==> config.mk <==
export PLATFORM = sky130hd
export DESIGN_NAME = auth_resp_arbiter_flat
export DESIGN_NICKNAME = d
export VERILOG_FILES = /design/src/rtl/auth_resp_arbiter_if.sv /design/src/rtl/auth_resp_arbiter.sv /design/src/flat_wrapper.sv
export SDC_FILE = /design/constraint.sdc
export NUM_CORES = 1
export LEC_CHECK = 0
export ABC_AREA = 1
export CORE_AREA = 2 2 181 183
export DETAILED_ROUTE_END_ITERATION = 12
export DIE_AREA = 0 0 183 185
export GPL_TIMING_DRIVEN = 0
export PLACE_DENSITY_LB_ADDON = 0.2
export SYNTH_ARGS = -nofsm -noshare
export SYNTH_HDL_FRONTEND = slang
export SYNTH_SLANG_ARGS = --single-unit
==> constraint.sdc <==
create_clock -name clk -period 4.9 [get_ports clk]
set_input_delay 0.98 -clock clk [delete_from_list [all_inputs] [get_ports clk]]
set_output_delay 0.98 -clock clk [all_outputs]
set_load 0.05 [all_outputs]
==> src/rtl/auth_resp_arbiter_if.sv <==
// Bus bundle for auth_resp_arbiter: requester-side handshake and
// responder-side request/response/ack lines.
`ifndef MSG_LEN
`define MSG_LEN 64
`endif

interface auth_resp_arbiter_if #(
    parameter int NUM_REQ = 4,
    parameter int MSG_LEN = `MSG_LEN
);
    // requester side
    logic [NUM_REQ-1:0]         req_valid;
    logic [NUM_REQ*MSG_LEN-1:0] req_msg;
    logic [NUM_REQ-1:0]         req_grant;
    logic [NUM_REQ-1:0]         rsp_valid;
    logic [MSG_LEN-1:0]         rsp_msg;
    logic [NUM_REQ-1:0]         rsp_ack;
    // responder side
    logic                       resp_req_out;
    logic [MSG_LEN-1:0]         auth_msg_resp_out;
    logic                       resp_req_in;
    logic [MSG_LEN-1:0]         auth_msg_resp_in;
    logic                       Ack_out;
    // status
    logic                       busy;
    logic                       timeout_err;

    // arbiter view
    modport slave (
        input  req_valid, req_msg, rsp_ack, resp_req_in, auth_msg_resp_in,
        output req_grant, rsp_valid, rsp_msg, resp_req_out, auth_msg_resp_out,
               Ack_out, busy, timeout_err
    );

    // requester/responder environment view
    modport master (
        output req_valid, req_msg, rsp_ack, resp_req_in, auth_msg_resp_in,
        input  req_grant, rsp_valid, rsp_msg, resp_req_out, auth_msg_resp_out,
               Ack_out, busy, timeout_err
    );
endinterface

==> src/rtl/auth_resp_arbiter.sv <==
// Round-robin arbiter sharing one authentication responder among NUM_REQ
// requesters, with a per-transaction timeout that synthesizes an ERROR
// response when the responder stays silent.
`ifndef MSG_LEN
`define MSG_LEN 64
`endif

module auth_resp_arbiter #(
    parameter int NUM_REQ        = 4,
    parameter int MSG_LEN        = `MSG_LEN,
    parameter int TIMEOUT_CYCLES = 1024,
    parameter int CNT_W          = 11
) (
    input  logic               clk,
    input  logic               reset,
    auth_resp_arbiter_if.slave bus
);
    localparam int IDX_W = (NUM_REQ > 1) ? $clog2(NUM_REQ) : 1;
    localparam logic [CNT_W-1:0] TMO_LAST = CNT_W'(TIMEOUT_CYCLES - 1);
    // ERROR header: version 1.1, ERROR, code 0x04, data 0; payload zero
    localparam logic [MSG_LEN-1:0] TMO_MSG = {32'h017F_0400, {(MSG_LEN-32){1'b0}}};

    typedef enum logic [2:0] {IDLE, ISSUE, WAIT_RESP, DELIVER, RELEASE} state_t;

    state_t               state;
    logic [IDX_W-1:0]     rr_ptr;
    logic [IDX_W-1:0]     gnt_idx;
    logic [CNT_W-1:0]     cnt;
    logic [NUM_REQ-1:0]   req_grant_q;
    logic [NUM_REQ-1:0]   rsp_valid_q;
    logic [MSG_LEN-1:0]   rsp_msg_q;
    logic [MSG_LEN-1:0]   auth_msg_q;
    logic                 resp_req_q;
    logic                 ack_q;
    logic                 busy_q;
    logic                 tmo_q;

    logic                 pick_vld;
    logic [IDX_W-1:0]     pick_idx;
    logic [IDX_W:0]       cand;
    logic [MSG_LEN-1:0]   pick_msg;
    logic [IDX_W-1:0]     rr_next;
    logic [NUM_REQ-1:0]   pick_oh;
    logic [NUM_REQ-1:0]   gnt_oh;

    // first pending request at or above rr_ptr, wrapping around
    always_comb begin
        pick_vld = 1'b0;
        pick_idx = '0;
        cand     = '0;
        for (int k = 0; k < NUM_REQ; k++) begin
            cand = {1'b0, rr_ptr} + (IDX_W+1)'(k);
            if (cand >= (IDX_W+1)'(NUM_REQ))
                cand = cand - (IDX_W+1)'(NUM_REQ);
            if (!pick_vld && bus.req_valid[cand[IDX_W-1:0]]) begin
                pick_vld = 1'b1;
                pick_idx = cand[IDX_W-1:0];
            end
        end
    end

    // message slice of the selected requester
    always_comb begin
        pick_msg = '0;
        for (int i = 0; i < NUM_REQ; i++)
            if (pick_idx == IDX_W'(i))
                pick_msg = bus.req_msg[i*MSG_LEN +: MSG_LEN];
    end

    assign rr_next = (pick_idx == IDX_W'(NUM_REQ-1)) ? '0 : pick_idx + IDX_W'(1);
    assign pick_oh = NUM_REQ'(1) << pick_idx;
    assign gnt_oh  = NUM_REQ'(1) << gnt_idx;

    // transaction FSM; every output is a register updated here
    always_ff @(posedge clk or negedge reset) begin
        if (!reset) begin
            state       <= IDLE;
            rr_ptr      <= '0;
            gnt_idx     <= '0;
            cnt         <= '0;
            req_grant_q <= '0;
            rsp_valid_q <= '0;
            rsp_msg_q   <= '0;
            auth_msg_q  <= '0;
            resp_req_q  <= 1'b0;
            ack_q       <= 1'b0;
            busy_q      <= 1'b0;
            tmo_q       <= 1'b0;
        end else begin
            req_grant_q <= '0;
            ack_q       <= 1'b0;
            tmo_q       <= 1'b0;
            case (state)
                IDLE: begin
                    if (pick_vld) begin
                        auth_msg_q  <= pick_msg;
                        req_grant_q <= pick_oh;
                        gnt_idx     <= pick_idx;
                        rr_ptr      <= rr_next;
                        busy_q      <= 1'b1;
                        state       <= ISSUE;
                    end
                end
                ISSUE: begin
                    resp_req_q <= 1'b1;
                    cnt        <= '0;
                    state      <= WAIT_RESP;
                end
                WAIT_RESP: begin
                    cnt <= cnt + CNT_W'(1);
                    // a real answer wins over a timeout on the same cycle
                    if (bus.resp_req_in) begin
                        rsp_msg_q   <= bus.auth_msg_resp_in;
                        resp_req_q  <= 1'b0;
                        ack_q       <= 1'b1;
                        rsp_valid_q <= gnt_oh;
                        state       <= DELIVER;
                    end else if (cnt == TMO_LAST) begin
                        rsp_msg_q   <= TMO_MSG;
                        resp_req_q  <= 1'b0;
                        tmo_q       <= 1'b1;
                        rsp_valid_q <= gnt_oh;
                        state       <= DELIVER;
                    end
                end
                DELIVER: begin
                    if (bus.rsp_ack[gnt_idx]) begin
                        rsp_valid_q <= '0;
                        state       <= RELEASE;
                    end
                end
                RELEASE: begin
                    // absorbs a late answer: hold off until the responder is idle
                    if (!bus.resp_req_in) begin
                        busy_q <= 1'b0;
                        state  <= IDLE;
                    end
                end
                default: state <= IDLE;
            endcase
        end
    end

    assign bus.req_grant         = req_grant_q;
    assign bus.rsp_valid         = rsp_valid_q;
    assign bus.rsp_msg           = rsp_msg_q;
    assign bus.resp_req_out      = resp_req_q;
    assign bus.auth_msg_resp_out = auth_msg_q;
    assign bus.Ack_out           = ack_q;
    assign bus.busy              = busy_q;
    assign bus.timeout_err       = tmo_q;

endmodule

==> src/flat_wrapper.sv <==
// flat-port wrapper written by rule: the top's interface ports become plain ports
module auth_resp_arbiter_flat 
#(
    parameter int NUM_REQ        = 4,
    parameter int MSG_LEN        = `MSG_LEN,
    parameter int TIMEOUT_CYCLES = 1024,
    parameter int CNT_W          = 11
)
  (clk, reset, bus_req_valid, bus_req_msg, bus_rsp_ack, bus_resp_req_in, bus_auth_msg_resp_in, bus_req_grant, bus_rsp_valid, bus_rsp_msg, bus_resp_req_out, bus_auth_msg_resp_out, bus_Ack_out, bus_busy, bus_timeout_err);
  auth_resp_arbiter_if #(.NUM_REQ(NUM_REQ), .MSG_LEN(MSG_LEN)) bus_i ();
  input  logic clk;
  input  logic reset;
  input wire logic [$bits(bus_i.req_valid)-1:0] bus_req_valid;
  input wire logic [$bits(bus_i.req_msg)-1:0] bus_req_msg;
  input wire logic [$bits(bus_i.rsp_ack)-1:0] bus_rsp_ack;
  input wire logic [$bits(bus_i.resp_req_in)-1:0] bus_resp_req_in;
  input wire logic [$bits(bus_i.auth_msg_resp_in)-1:0] bus_auth_msg_resp_in;
  output wire logic [$bits(bus_i.req_grant)-1:0] bus_req_grant;
  output wire logic [$bits(bus_i.rsp_valid)-1:0] bus_rsp_valid;
  output wire logic [$bits(bus_i.rsp_msg)-1:0] bus_rsp_msg;
  output wire logic [$bits(bus_i.resp_req_out)-1:0] bus_resp_req_out;
  output wire logic [$bits(bus_i.auth_msg_resp_out)-1:0] bus_auth_msg_resp_out;
  output wire logic [$bits(bus_i.Ack_out)-1:0] bus_Ack_out;
  output wire logic [$bits(bus_i.busy)-1:0] bus_busy;
  output wire logic [$bits(bus_i.timeout_err)-1:0] bus_timeout_err;
  assign bus_i.req_valid = bus_req_valid;
  assign bus_i.req_msg = bus_req_msg;
  assign bus_i.rsp_ack = bus_rsp_ack;
  assign bus_i.resp_req_in = bus_resp_req_in;
  assign bus_i.auth_msg_resp_in = bus_auth_msg_resp_in;
  assign bus_req_grant = bus_i.req_grant;
  assign bus_rsp_valid = bus_i.rsp_valid;
  assign bus_rsp_msg = bus_i.rsp_msg;
  assign bus_resp_req_out = bus_i.resp_req_out;
  assign bus_auth_msg_resp_out = bus_i.auth_msg_resp_out;
  assign bus_Ack_out = bus_i.Ack_out;
  assign bus_busy = bus_i.busy;
  assign bus_timeout_err = bus_i.timeout_err;
  auth_resp_arbiter #(.NUM_REQ(NUM_REQ), .MSG_LEN(MSG_LEN), .TIMEOUT_CYCLES(TIMEOUT_CYCLES), .CNT_W(CNT_W)) u_core (.clk(clk), .reset(reset), .bus(bus_i));
endmodule
# Word level (Yosys, flattened, before mapping)
# Cells that the tools add are included.
totals:
  register_bits: 158
  latch_bits: 0
  mem_bits_rw: 0
  romBits: 0
  input_bits: 331
  out_inout_bits: 140
  word_cells: 115
  mem_count: 0
classes:
  add_sub_neg: 9
  n_mul: 0
  div_mod_pow: 0
  n_lt_le_gt_ge: 9
  eq_ne: 12
  shift: 2
  n_mux: 53
  bitwise_logic: 0
  n_reduce_logical: 18
ops:
  columns: ["op", "count"]
  rows:
  - ["64-bit two-way mux", 6]
  - ["11-bit case mux with 2 select lines", 1]
  - ["4-bit two-way mux", 5]
  - ["1-bit two-way mux", 18]
  - ["2-bit two-way mux", 9]
  - ["2-bit by 3-bit < comparator with 1-bit output, second input constant", 5]
  - ["3-bit two-way mux", 5]
  - ["3-bit case mux with 5 select lines", 1]
  - ["11-bit by 1-bit adder with 11-bit output, second input constant", 1]
  - ["11-bit by 10-bit == test with 1-bit output, second input constant", 1]
  - ["1-bit binary-select mux with 2-bit select", 5]
  - ["3-bit greater-or-equal comparator, second input constant", 3]
  - ["4-bit case mux with 2 select lines", 1]
  - ["2-bit nonzero test", 4]
  - ["1-bit by 2-bit left shift with 4-bit output, first input constant", 2]
  - ["2-bit by 1-bit subtractor with 2-bit output, second input constant", 4]
  - ["2-bit by 2-bit adder with 3-bit output, second input constant", 2]
  - ["3-bit by 2-bit == test with 1-bit output, second input constant", 2]
  - ["2-bit AND reduction", 3]
  - ["3-bit AND reduction", 2]
  - ["2-bit == test, second input constant", 2]
  - ["2-bit by 1-bit != test with 1-bit output, second input constant", 2]
  - ["1-bit case mux with 2 select lines", 2]
  - ["4-bit AND reduction", 1]
  - ["12 further kinds", 16]

# Depth between registers and ports, before layout
# Gate-level depths: netlist (run 1).
depth:
  word_depth: 19
  mapped_depth: 19
  depth_no_buf: 18

# Least setup slack after synthesis (run 1)
# Ideal clock, no wire load.
synth_path:
  path_kind: "input -> register"
  startpoint: "input bus_req_valid[0]"
  endpoint: "register u_core.auth_msg_q[3] (netlist: u_core.bus.auth_msg_resp_out[3])"
  setup_ns: 0.066
  arrival_ns: 3.043
  t_required_ns: 4.834
  path_slack_ns: 1.792
  stages: 18
  path_buffers: 1
  cell_sequence: "inv_1 -> o21ai_0 -> nand2_1 -> nand2_1 -> nand2_1 -> nand2_1 -> nand2_1 -> nand3_1 -> inv_1 -> ha_1 -> nor2_1 -> clkbuf_1 -> nand2_1 -> nand2_1 -> o21ai_0 -> o21ai_0 -> nand2_1 -> nand2_1"
synth_via:
  elab_chain_cells: 17
  word_cells_on_any_way: 31
  cone_classes: "eq/ne (3); mux (20); reduce/logical (8)"
synth_lines:
  columns: ["item", "line", "text"]
  rows:
  - ["start: declaration", "flat_wrapper.sv:13", "input wire logic [$bits(bus_i.req_valid)-1:0] bus_req_valid;"]
  - ["1-bit binary-select mux with 2-bit select", "auth_resp_arbiter.sv:55", "if (!pick_vld && bus.req_valid[cand[IDX_W-1:0]]) begin"]
  - ["1-bit two-way mux (implied by the code)", "auth_resp_arbiter.sv:55", null]
  - ["1-bit two-way mux", "auth_resp_arbiter.sv:55", null]
  - ["1-bit zero test", "auth_resp_arbiter.sv:55", null]
  - ["1-bit logical AND", "auth_resp_arbiter.sv:55", null]
  - ["1-bit two-way mux", "auth_resp_arbiter.sv:55", null]
  - ["1-bit zero test", "auth_resp_arbiter.sv:55", null]
  - ["1-bit logical AND", "auth_resp_arbiter.sv:55", null]
  - ["1-bit two-way mux", "auth_resp_arbiter.sv:55", null]
  - ["1-bit zero test", "auth_resp_arbiter.sv:55", null]
  - ["1-bit logical AND", "auth_resp_arbiter.sv:55", null]
  - ["2-bit two-way mux (*)", "auth_resp_arbiter.sv:55", null]
  - ["via u_core.pick_idx[0]", "auth_resp_arbiter.sv:39", "logic [IDX_W-1:0] pick_idx;"]
  - ["2-bit zero test", "auth_resp_arbiter.sv:66", "if (pick_idx == IDX_W'(i))"]
  - ["64-bit two-way mux (3 in a row)", "auth_resp_arbiter.sv:66", null]
  - ["64-bit two-way mux (*)", "auth_resp_arbiter.sv:66", null]
  - ["end signal: assignment", "auth_resp_arbiter.sv:96", "auth_msg_q <= pick_msg;"]
  - ["end: declaration", "auth_resp_arbiter.sv:32", "logic [MSG_LEN-1:0] auth_msg_q;"]
# Mark *: on every way through the listed nets, which the timed path passes. The rest lies on a longest branch. The select of a mux whose other input is x is not followed.
# A chain may end at the register's enable or synchronous reset.

# Worst setup path in the final report (run 1)
layout_path:
  startpoint: "input bus_req_valid[0]"
  endpoint: "register u_core.auth_msg_q[10] (netlist: u_core.bus.auth_msg_resp_out[10])"
layout_via:
  elab_chain_cells: 17
  word_cells_on_any_way: 31
  cone_classes: "eq/ne (3); mux (20); reduce/logical (8)"
layout_lines:
  columns: ["item", "line"]
  rows:
  - ["1-bit binary-select mux with 2-bit select", "auth_resp_arbiter.sv:55"]
  - ["1-bit two-way mux (implied by the code)", "auth_resp_arbiter.sv:55"]
  - ["1-bit two-way mux", "auth_resp_arbiter.sv:55"]
  - ["1-bit zero test", "auth_resp_arbiter.sv:55"]
  - ["1-bit logical AND", "auth_resp_arbiter.sv:55"]
  - ["1-bit two-way mux", "auth_resp_arbiter.sv:55"]
  - ["1-bit zero test", "auth_resp_arbiter.sv:55"]
  - ["1-bit logical AND", "auth_resp_arbiter.sv:55"]
  - ["1-bit two-way mux", "auth_resp_arbiter.sv:55"]
  - ["1-bit zero test", "auth_resp_arbiter.sv:55"]
  - ["1-bit logical AND", "auth_resp_arbiter.sv:55"]
  - ["2-bit two-way mux", "auth_resp_arbiter.sv:55"]
  - ["2-bit zero test", "auth_resp_arbiter.sv:66"]
  - ["64-bit two-way mux (4 in a row)", "auth_resp_arbiter.sv:66"]
# Several ways; a longest one is shown, not always the timed one. The select of a mux whose other input is x is not followed.

==> results of run 1 <==
-- critical path: stages --
cell and delay [ps]:
clkdlybuf4s50_1 480, inv_1 60, o21ai_0 330, nand2_1 90
nand2_1 100, nand2_1 70, nand2_1 60, nand2_1 60
nand3_1 170, ha_1 200, clkbuf_1 640, clkbuf_1 580
a21oi_1 90, nand2_1 90, o21ai_0 120, o21ai_0 530
nand2_1 140, nand2_1 80
-- per-stage QoR --
step / cell area, µm² / TNS, ps / utilization, % / hold WS, ps / cells
2_1_floorplan: 8240 / 0 / - / 423 / 1091
3_3_place_gp: 13500 / -657590 / 42.0 / 462 / 1969
3_5_place_dp: 13500 / -5140 / 42.1 / 464 / 1970
4_1_cts: 14100 / 0 / 44.0 / 461 / 2001
5_1_grt: 14100 / 0 / 44.0 / 462 / 2001
6_report: 14100 / 0 / 44.0 / 449 / 2001
-- kinds of logic after synthesis --
logic type	synth area share (%)
xor+xnor	0.213
buf+inv	5.64
fa+ha+maj	0.760
simple gates	25.5
compound gates	19.9
flops	48.0
-- layout make-up --
type                            instances  area share [%]
Clock buffer                           18            3.11
Multi-Input combinational cell        830            27.1
Inverter                               32           0.851
Sequential cell                       158            28.0
Tap cell                              408            3.62
Buffer                                 71            2.44
Timing Repair Buffer                  471            33.6
Clock inverter                         13            1.25
-- what timing repair did --
action,4_1_cts,5_1_grt
gates resized for setup,1,1
setup endpoints to repair,4,2
gates cloned,0,0
hold buffers,0,0
-- power groups by stage --
| stage | Combinational (W) | Sequential (W) | Clock [W] |
|---|---|---|---|
| 2_1_floorplan | 0.00364 | 0.00401 | 0 |
| 3_3_place_gp | 0.00845 | 0.00224 | 0 |
| 3_5_place_dp | 0.00847 | 0.00225 | 0 |
| 4_1_cts | 0.00850 | 0.00224 | 0.00148 |
| 5_1_grt | 0.00924 | 0.00231 | 0.00153 |
| 6_report | 0.00841 | 0.00224 | 0.00145 |
-- cell usage in the layout (no fill, tap or decap), types with 3 or more instances in the layout --
cell type / instances
a21oi_1: 70
a22o_1: 56
buf_1: 4
buf_2: 11
buf_4: 7
buf_6: 5
bufinv_16: 3
clkbuf_1: 44
clkbuf_16: 17
clkdlybuf4s50_1: 469
dfrtp_1: 158
ha_1: 5
inv_1: 28
inv_2: 3
inv_6: 5
nand2_1: 476
nand2_2: 3
nand3_1: 19
nand4_1: 7
nor2_1: 26
nor3_1: 4
o21ai_0: 150
o22ai_1: 3
-- layer usage --
| metal | vias to the layer above | share of wire, % | track usage (%) |
|---|---|---|---|
| li1 | 4578 | - | - |
| met1 | 4268 | 41 | 24.9 |
| met2 | 370 | 50 | 37.9 |
| met3 | 29 | 8.0 | 5.86 |
| met4 | 0 | 1.4 | 5.34 |
| met5 | - | 0 | 0 |
-- sequential cells by signal, summed over array words and instances (netlist names) --
| register | count |
|---|---|
| u_core.bus.rsp_msg | 64 |
| u_core.bus.busy | 1 |
| u_core.bus.req_grant | 4 |
| u_core.gnt_idx | 2 |
| u_core.bus.rsp_valid | 4 |
| u_core.bus.auth_msg_resp_out | 64 |
| u_core.cnt | 11 |
| u_core.bus.Ack_out | 1 |
| u_core.rr_ptr | 2 |
| u_core.bus.resp_req_out | 1 |
| u_core.bus.timeout_err | 1 |
| u_core.state | 3 |
-- path summary, 6_finish.rpt --
check	endpoint	cells past startpoint
worst max-delay path	u_core.bus.auth_msg_resp_out[10]$_DFFE_PN0P_	18
worst min-delay path	u_core.bus.auth_msg_resp_out[52]$_DFFE_PN0P_	1
worst max register to register	u_core.bus.auth_msg_resp_out[10]$_DFFE_PN0P_	15
worst min register to register	u_core.bus.auth_msg_resp_out[25]$_DFFE_PN0P_	2
max in group asynchronous	u_core.bus.rsp_msg[11]$_DFFE_PN0P_	2
min in group clk	u_core.bus.auth_msg_resp_out[25]$_DFFE_PN0P_	2
==> results.toml, run 1 <==
[power]
p_leak_nw = 6.31
power_frac_comb_pct = 69.6
p_per_area_nw_per_um2 = 857
cellInternalPower_w = 0.00546
vdd_ir_drop_max_mv = 0.564
clkPwrFrac_pct = 12.0
p_switching_w = 0.00664
power_frac_seq_pct = 18.5
switching_share_pct = 54.9
finalPower_w = 0.0121

[logic_synthesis]
synth_most_common_cell = "nand2_1"
postSynthAreaPerCell_um2 = 7.55
yosys_warnings = 0
synthDistinctLibCells = 29
synth-seq-cells = 158
synth_top_cell_area_share_pct = 48.0
dominantRegCellSynth = "dfrtp_1"
synth_area_um2 = 8240
syn_nets = 1427
ys_seq_area_share_pct = 48.0
ys_top_cells_by_area = "dfrtp_1 (48%), nand2_1 (22%), o21ai_0 (9.1%), a22o_1 (6.0%), a21oi_1 (4.3%)"
synth_edf_count = 0
synthArstFlopShare_pct = 100
syn_inst = 1091
yosysTopAreaCell = "dfrtp_1"
ys_top_cells_by_count = "nand2_1 (476), dfrtp_1 (158), o21ai_0 (150)"

[drt]
routed_wirelength_mm = 36.7
drc_errors = 0
first_pass_iters = 5
antenna_left = 0
wl_per_cell_um = 18.4
dr_total_vias = 9245
vias_per_cell = 4.62
dr.first_iter.drc_count = 441

[sta]
finClkSkew_ps = 9.78
max_freq_mhz = 222
slew_violations = 0
grt_setup_unrepaired = "false"
finalHoldViolations = 0
finalCritPeriodShare_pct = 92.0
finalSetupViolations = 0
fin_crit_ps = 4510
max_slew_margin_pct = 44.6
worst_pin_slew_ps = 832
worst_slack_ps = 392

[clock_network]
cts.path.max_buffers = 2
cts_sinks = 158
tritoncts = "built"
clk_latency_ps = 430
post_cts_buffers = 0
clk_pin_slew_ps = 70
clock-root-buffer = "clkbuf_16"
h-tree-depth = 4
cts_buffers = 17

[global_route]
grt_pass1_wl_mm = 54.0
antenna_found_initial = 0
track_usage_pct = 21.1
grt_pass1_vias = 9047
grt_max_degree = 109
overflow = 0

[flow_run]
max-cap-violations = 0

[placement]
gp_congestion = 0.955
preCtsSetupSlack_ps = -704
numPortBuffers = 470
dp_hpwl_mm = 28.9

[setup_path]
cp_data_arrival_time_ps = 4870
endpoint_kind = "register"
worstPathMaxFanout = 10
reg2reg_slack_ps = 840
worstSetupStartpointType = "input pin"
cp.required_ps = 5260
startpoint = "bus_req_valid[0]"
crit-reg2reg-launch = "u_core.rr_ptr[0]$_DFFE_PN0P_"
critical_path_class = "input pin to register"

[floorplan]
die_x_um = 183
die_area_um2 = 33900
row_count = 66
core_um2 = 32000
die_h_um = 185
pin_count = 471
initial_core_util_pct = 25.7

[final_layout]
drive_gt1_share_pct = 4.14
finalNetCount = 1917
regArea_um2 = 3950
area_delta_synth_final_pct = 71.3
nFillCells = 3243
multi_input_area_um2 = 3830
diodes = 0

[min_path]
hold_class = "input pin to asynchronous set/reset pin"

[status]
outcome = "finished clean"
Note: power is estimated with default switching activity, not from simulation.
==> run 2, diff against run 1 <==
- CORE_AREA: 2 2 181 183 -> 2 2 185 187
- DIE_AREA: 0 0 183 185 -> 0 0 187 189
- GPL_TIMING_DRIVEN: 0 -> 1
==> results.toml, run 2 (synthesis results as in run 1) <==
[status]
outcome = "finished clean"

[floorplan]
die_area_um2 = 35300
die_h_um = 189
row_count = 67
initial_core_util_pct = 24.7
core_um2 = 33300
die_x_um = 187
pin_count = 471

[clock_network]
clock-root-buffer = "clkbuf_16"
cts_buffers = 17
post_cts_buffers = 0
clk_pin_slew_ps = 70
h-tree-depth = 4
postCtsHoldBufs = 0
tritoncts = "built"
cts.path.max_buffers = 2
cts_sinks = 158
ctsResizeCount = 0
clk_latency_ps = 440

[placement]
numPortBuffers = 470
post-place-cells = 1951
dp_hpwl_mm = 26.5
gp_congestion = 0.856
preCtsSetupSlack_ps = 650

[sta]
tns_ps = 0
max_freq_mhz = 261
slew_violations = 0
grt_setup_unrepaired = "false"
worst_slack_ps = 1060
finalCritPeriodShare_pct = 78.3
finalHoldViolations = 0
finalSetupViolations = 0
finClkSkew_ps = 11.3
worst_pin_slew_ps = 1080
fin_crit_ps = 3840
max_slew_margin_pct = 27.7

[final_layout]
fin_util_pct = 41.9
final_cell_mix = "nand2_1 (475), clkdlybuf4s50_1 (469), dfrtp_1 (158)"
regArea_um2 = 3950
nFillCells = 3426
final_common_cell = "nand2_1"
fin_cells = 1987
finalNetCount = 1858
area_delta_synth_final_pct = 69.3
multi_input_area_um2 = 3860
drive_gt1_share_pct = 3.91

[setup_path]
worstSetupStartpointType = "input pin"
worstPathMaxFanout = 45
slowest_delay_ps = 470
cp_common_cell = "nand2_1"
crit_chain = "clkdlybuf4s50_1 -> inv_1 -> o21ai_0 -> nand2_1 -> nand2_1 -> nand2_1 -> nand2_1 -> nand2_1 -> nand3_1 -> inv_1 -> ha_2 -> nor2_4 -> buf_12 -> nand2_1 -> nand2_1 -> o21ai_0 -> o21ai_0 -> nand2_1 -> nand2_1"
cp.required_ps = 5270
cp_data_arrival_time_ps = 4210
critical-path-slowest-cell = "clkdlybuf4s50_1"
ff2ff_path_depth = 18
r2r-end = "u_core.bus.auth_msg_resp_out[10]$_DFFE_PN0P_"
crit-reg2reg-launch = "u_core.rr_ptr[0]$_DFFE_PN0P_"
endpoint_kind = "register"
critical_path_class = "input pin to register"
reg2reg_slack_ps = 1400

[drt]
drc_errors = 0
wl_per_cell_um = 18.0
antenna_left = 0
dr_total_vias = 9084
dr.first_iter.drc_count = 371
vias_per_cell = 4.57
routed_wirelength_mm = 35.8
first_pass_iters = 5

[global_route]
grt_max_degree = 88
antenna_found_initial = 4
track_usage_pct = 19.9
grt_pass1_wl_mm = 54.0
grt_pass1_vias = 9054
overflow = 0

[power]
vdd_ir_drop_max_mv = 0.508
finalPower_w = 0.0116
p_per_area_nw_per_um2 = 833
p_leak_nw = 6.20

[flow_run]
max-cap-violations = 0

[min_path]
holdPathEnd = "u_core.bus.timeout_err$_DFF_PN0_"
holdPathStages = 1
hp-start = "u_core.cnt[10]$_DFFE_PN0P_"
hold_class = "register to register"
-- run 2: cell count changes in the layout (fill, tap and decap cells not counted), sizes merged --
| cell | previous run | this run |
|---|---|---|
| diode | 0 | 4 |
| bufinv | 3 | 1 |
| buf | 29 | 14 |
| clkinv | 2 | 4 |
| inv | 38 | 37 |
| clkbuf | 62 | 20 |
-- run 2: critical path, delay by kind of cell --
family                   cells  cell delay [ps]
AND/OR/NAND/NOR             11             1380
buffers and inverters        4              950
AO/OA/AOI/OAI                3              630
adder cells (fa/ha/maj)      1              220
-- run 2: through the flow --
| step | hold slack [ps] | cell area (µm²) |
|---|---|---|
| finish | 468 | 13900 |
| global route | 486 | 13900 |
| CTS | 461 | 13900 |
| detailed placement | 451 | 13400 |
| global placement | 446 | 13400 |
| floorplan | 423 | 8240 |
-- run 2: layer usage --
metal / GRT usage (%) / part of all wire (%) / up-vias
li1: - / - / 4466
met1: 22.7 / 40 / 4205
met2: 33.9 / 48 / 370
met3: 7.56 / 9.0 / 41
met4: 7.39 / 2.4 / 2
met5: 0 / 0.025 / -
-- run 2: worst max path at each step --
stage,from,end,slack (ps)
CTS,bus_req_valid[0],u_core.bus.auth_msg_resp_out[11]$_DFFE_PN0P_,1120
floorplan,bus_req_valid[0],u_core.bus.auth_msg_resp_out[3]$_DFFE_PN0P_,1790
global route,bus_req_valid[0],u_core.bus.auth_msg_resp_out[10]$_DFFE_PN0P_,790
detailed placement,bus_req_valid[0],u_core.bus.auth_msg_resp_out[39]$_DFFE_PN0P_,650
global placement,bus_req_valid[0],u_core.bus.auth_msg_resp_out[11]$_DFFE_PN0P_,740
finish,bus_req_valid[0],u_core.bus.auth_msg_resp_out[10]$_DFFE_PN0P_,1060
-- run 2: power breakdown --
| group | internal, W | leakage, nW | switching, W | total, W |
|---|---|---|---|---|
| Sequential | 0.00190 | 2.00 | 0.000345 | 0.00224 |
| Combinational | 0.00268 | 3.93 | 0.00537 | 0.00804 |
| Clock | 0.000727 | 0.275 | 0.000603 | 0.00133 |
-- run 2: area by class of cell --
class	count	share of cell area, %
Antenna cell	4	0.0718
Inverter	32	0.862
Clock inverter	12	0.906
Multi-Input combinational cell	830	27.7
Clock buffer	20	3.20
Timing Repair Buffer	483	34.9
Tap cell	448	4.02
Sequential cell	158	28.4
==> run 3, diff against run 2 <==
- clock period: 4.9 -> 3.4 ns (I/O delays scaled with it)
==> results.toml, run 3 (synthesis results as in run 1) <==
[setup_path]
crit_chain = "clkdlybuf4s50_1 -> nand2_1 -> o21ai_0 -> buf_4 -> o21ai_1 -> nand3_2 -> nand3_1 -> buf_4 -> ha_1 -> inv_1 -> nor2_4 -> buf_12 -> nand2_1 -> nand2_1 -> o21ai_0 -> o21ai_0 -> nand2_1 -> nand2_1"
endpoint_kind = "register"
cp.required_ps = 3750
critical-path-slowest-cell = "clkdlybuf4s50_1"
ff2ff_path_depth = 19
path_buf_inv = 5
critical_path_class = "input pin to register"
cp_data_arrival_time_ps = 3410
slowest_delay_ps = 440
cp_common_cell = "nand2_1"
worstSetupStartpointType = "input pin"
cp_num_cells = 18
worstPathMaxFanout = 18
critical-path-top-delay-family = "buffers and inverters"

[final_layout]
drive_gt1_share_pct = 5.21
finalNetCount = 1878
fin_cells = 2007
final_cell_mix = "nand2_1 (475), clkdlybuf4s50_1 (469), dfrtp_1 (158)"
area_delta_synth_final_pct = 72.7
final_common_cell = "nand2_1"

[drt]
drc_errors = 0
wl_per_cell_um = 17.9
dr_total_vias = 9083
first_pass_iters = 5
dr.first_iter.drc_count = 451
antenna_left = 0
vias_per_cell = 4.53
routed_wirelength_mm = 35.8

[global_route]
grt_pass1_wl_mm = 54.3
grt_max_degree = 85
track_usage_pct = 19.9
antenna_found_initial = 6
overflow = 0
grt_pass1_vias = 9030

[floorplan]
row_count = 67
core_um2 = 33300
die_area_um2 = 35300
initial_core_util_pct = 24.7
pin_count = 471
die_x_um = 187
die_h_um = 189

[clock_network]
cts.path.max_buffers = 2
post_cts_buffers = 0
clock-root-buffer = "clkbuf_16"
postCtsHoldBufs = 0
tritoncts = "built"
h-tree-depth = 4
clk_latency_ps = 430
cts_sinks = 158
clk_pin_slew_ps = 80
cts_buffers = 17
ctsResizeCount = 0

[power]
vdd_ir_drop_max_mv = 0.674
p_leak_nw = 6.35
p_per_area_nw_per_um2 = 1230

[placement]
numPortBuffers = 470
dp_hpwl_mm = 27.1
gp_congestion = 0.888
post-place-cells = 1971

[sta]
fin_crit_ps = 3050
worst_pin_slew_ps = 710
grt_setup_unrepaired = "false"
holdWs_ps = 189
max_freq_mhz = 327
finalSetupViolations = 0
slew_violations = 0
finalCritPeriodShare_pct = 89.8
finalHoldViolations = 0
max_slew_margin_pct = 52.5
finClkSkew_ps = 12.3

[min_path]
hold_class = "input pin to asynchronous set/reset pin"

[flow_run]
max-cap-violations = 0

[status]
outcome = "finished clean"
-- run 3: metal layers --
metal	part of all wire (%)	GRT usage, %	vias to the layer above
li1	-	-	4506
met1	40	23.1	4156
met2	48	33.9	379
met3	9.2	7.45	40
met4	2.2	6.50	2
met5	0.036	0	-
-- run 3: worst paths after layout --
kind / to / slack (ps) / start
min in group clk: u_core.bus.auth_msg_resp_out[4]$_DFFE_PN0P_ / 480 / u_core.bus.auth_msg_resp_out[4]$_DFFE_PN0P_
worst min register to register: u_core.bus.auth_msg_resp_out[4]$_DFFE_PN0P_ / 480 / u_core.bus.auth_msg_resp_out[4]$_DFFE_PN0P_
worst min-delay path: u_core.bus.auth_msg_resp_out[51]$_DFFE_PN0P_ / 190 / reset
worst max-delay path: u_core.bus.auth_msg_resp_out[9]$_DFFE_PN0P_ / 350 / bus_req_valid[1]
worst max register to register: u_core.bus.auth_msg_resp_out[9]$_DFFE_PN0P_ / 400 / u_core.rr_ptr[0]$_DFFE_PN0P_
max in group asynchronous: u_core.rr_ptr[1]$_DFFE_PN0P_ / 2440 / reset
-- run 3: worst register-to-register path: stages, from the launching register on --
cell and delay [ps]:
dfrtp_1 610, inv_2 180, nand2_1 90, nand2_1 90, nand2_1 110, nand2_1 90, nor2_4 130, nand3_2 110
nand3_1 180, buf_4 140, ha_1 140, inv_1 70, nor2_4 200, buf_12 190, nand2_1 70, nand2_1 50
o21ai_0 90, o21ai_0 250, nand2_1 90, nand2_1 60
-- run 3: stage by stage --
step	utilization [%]	total power, W	setup WS (ps)	area (µm²)	TNS (ps)
floorplan	-	0.0110	592	8240	0
global placement	41.0	0.0156	-37.8	13600	-123
detailed placement	41.0	0.0157	-83.6	13600	-407
CTS	42.7	0.0177	332	14200	0
global route	42.7	0.0189	95.8	14200	0
finish	42.8	0.0175	346	14200	0
-- run 3: power by group --
part	total (W)	internal, W	switching [W]
registers	0.00325	0.00273	0.000522
clock network	0.00192	0.00105	0.000871
logic	0.0123	0.00446	0.00783
total	0.0175	0.00823	0.00922
-- run 3: layout make-up --
type                            count  area, µm²
Fill cell                        3409      19100
Timing Repair Buffer              503       5150
Sequential cell                   158       3950
Multi-Input combinational cell    830       3860
Tap cell                          448        561
Clock buffer                       19        443
Clock inverter                     13        129
Inverter                           32        120
Antenna cell                        4       10.0
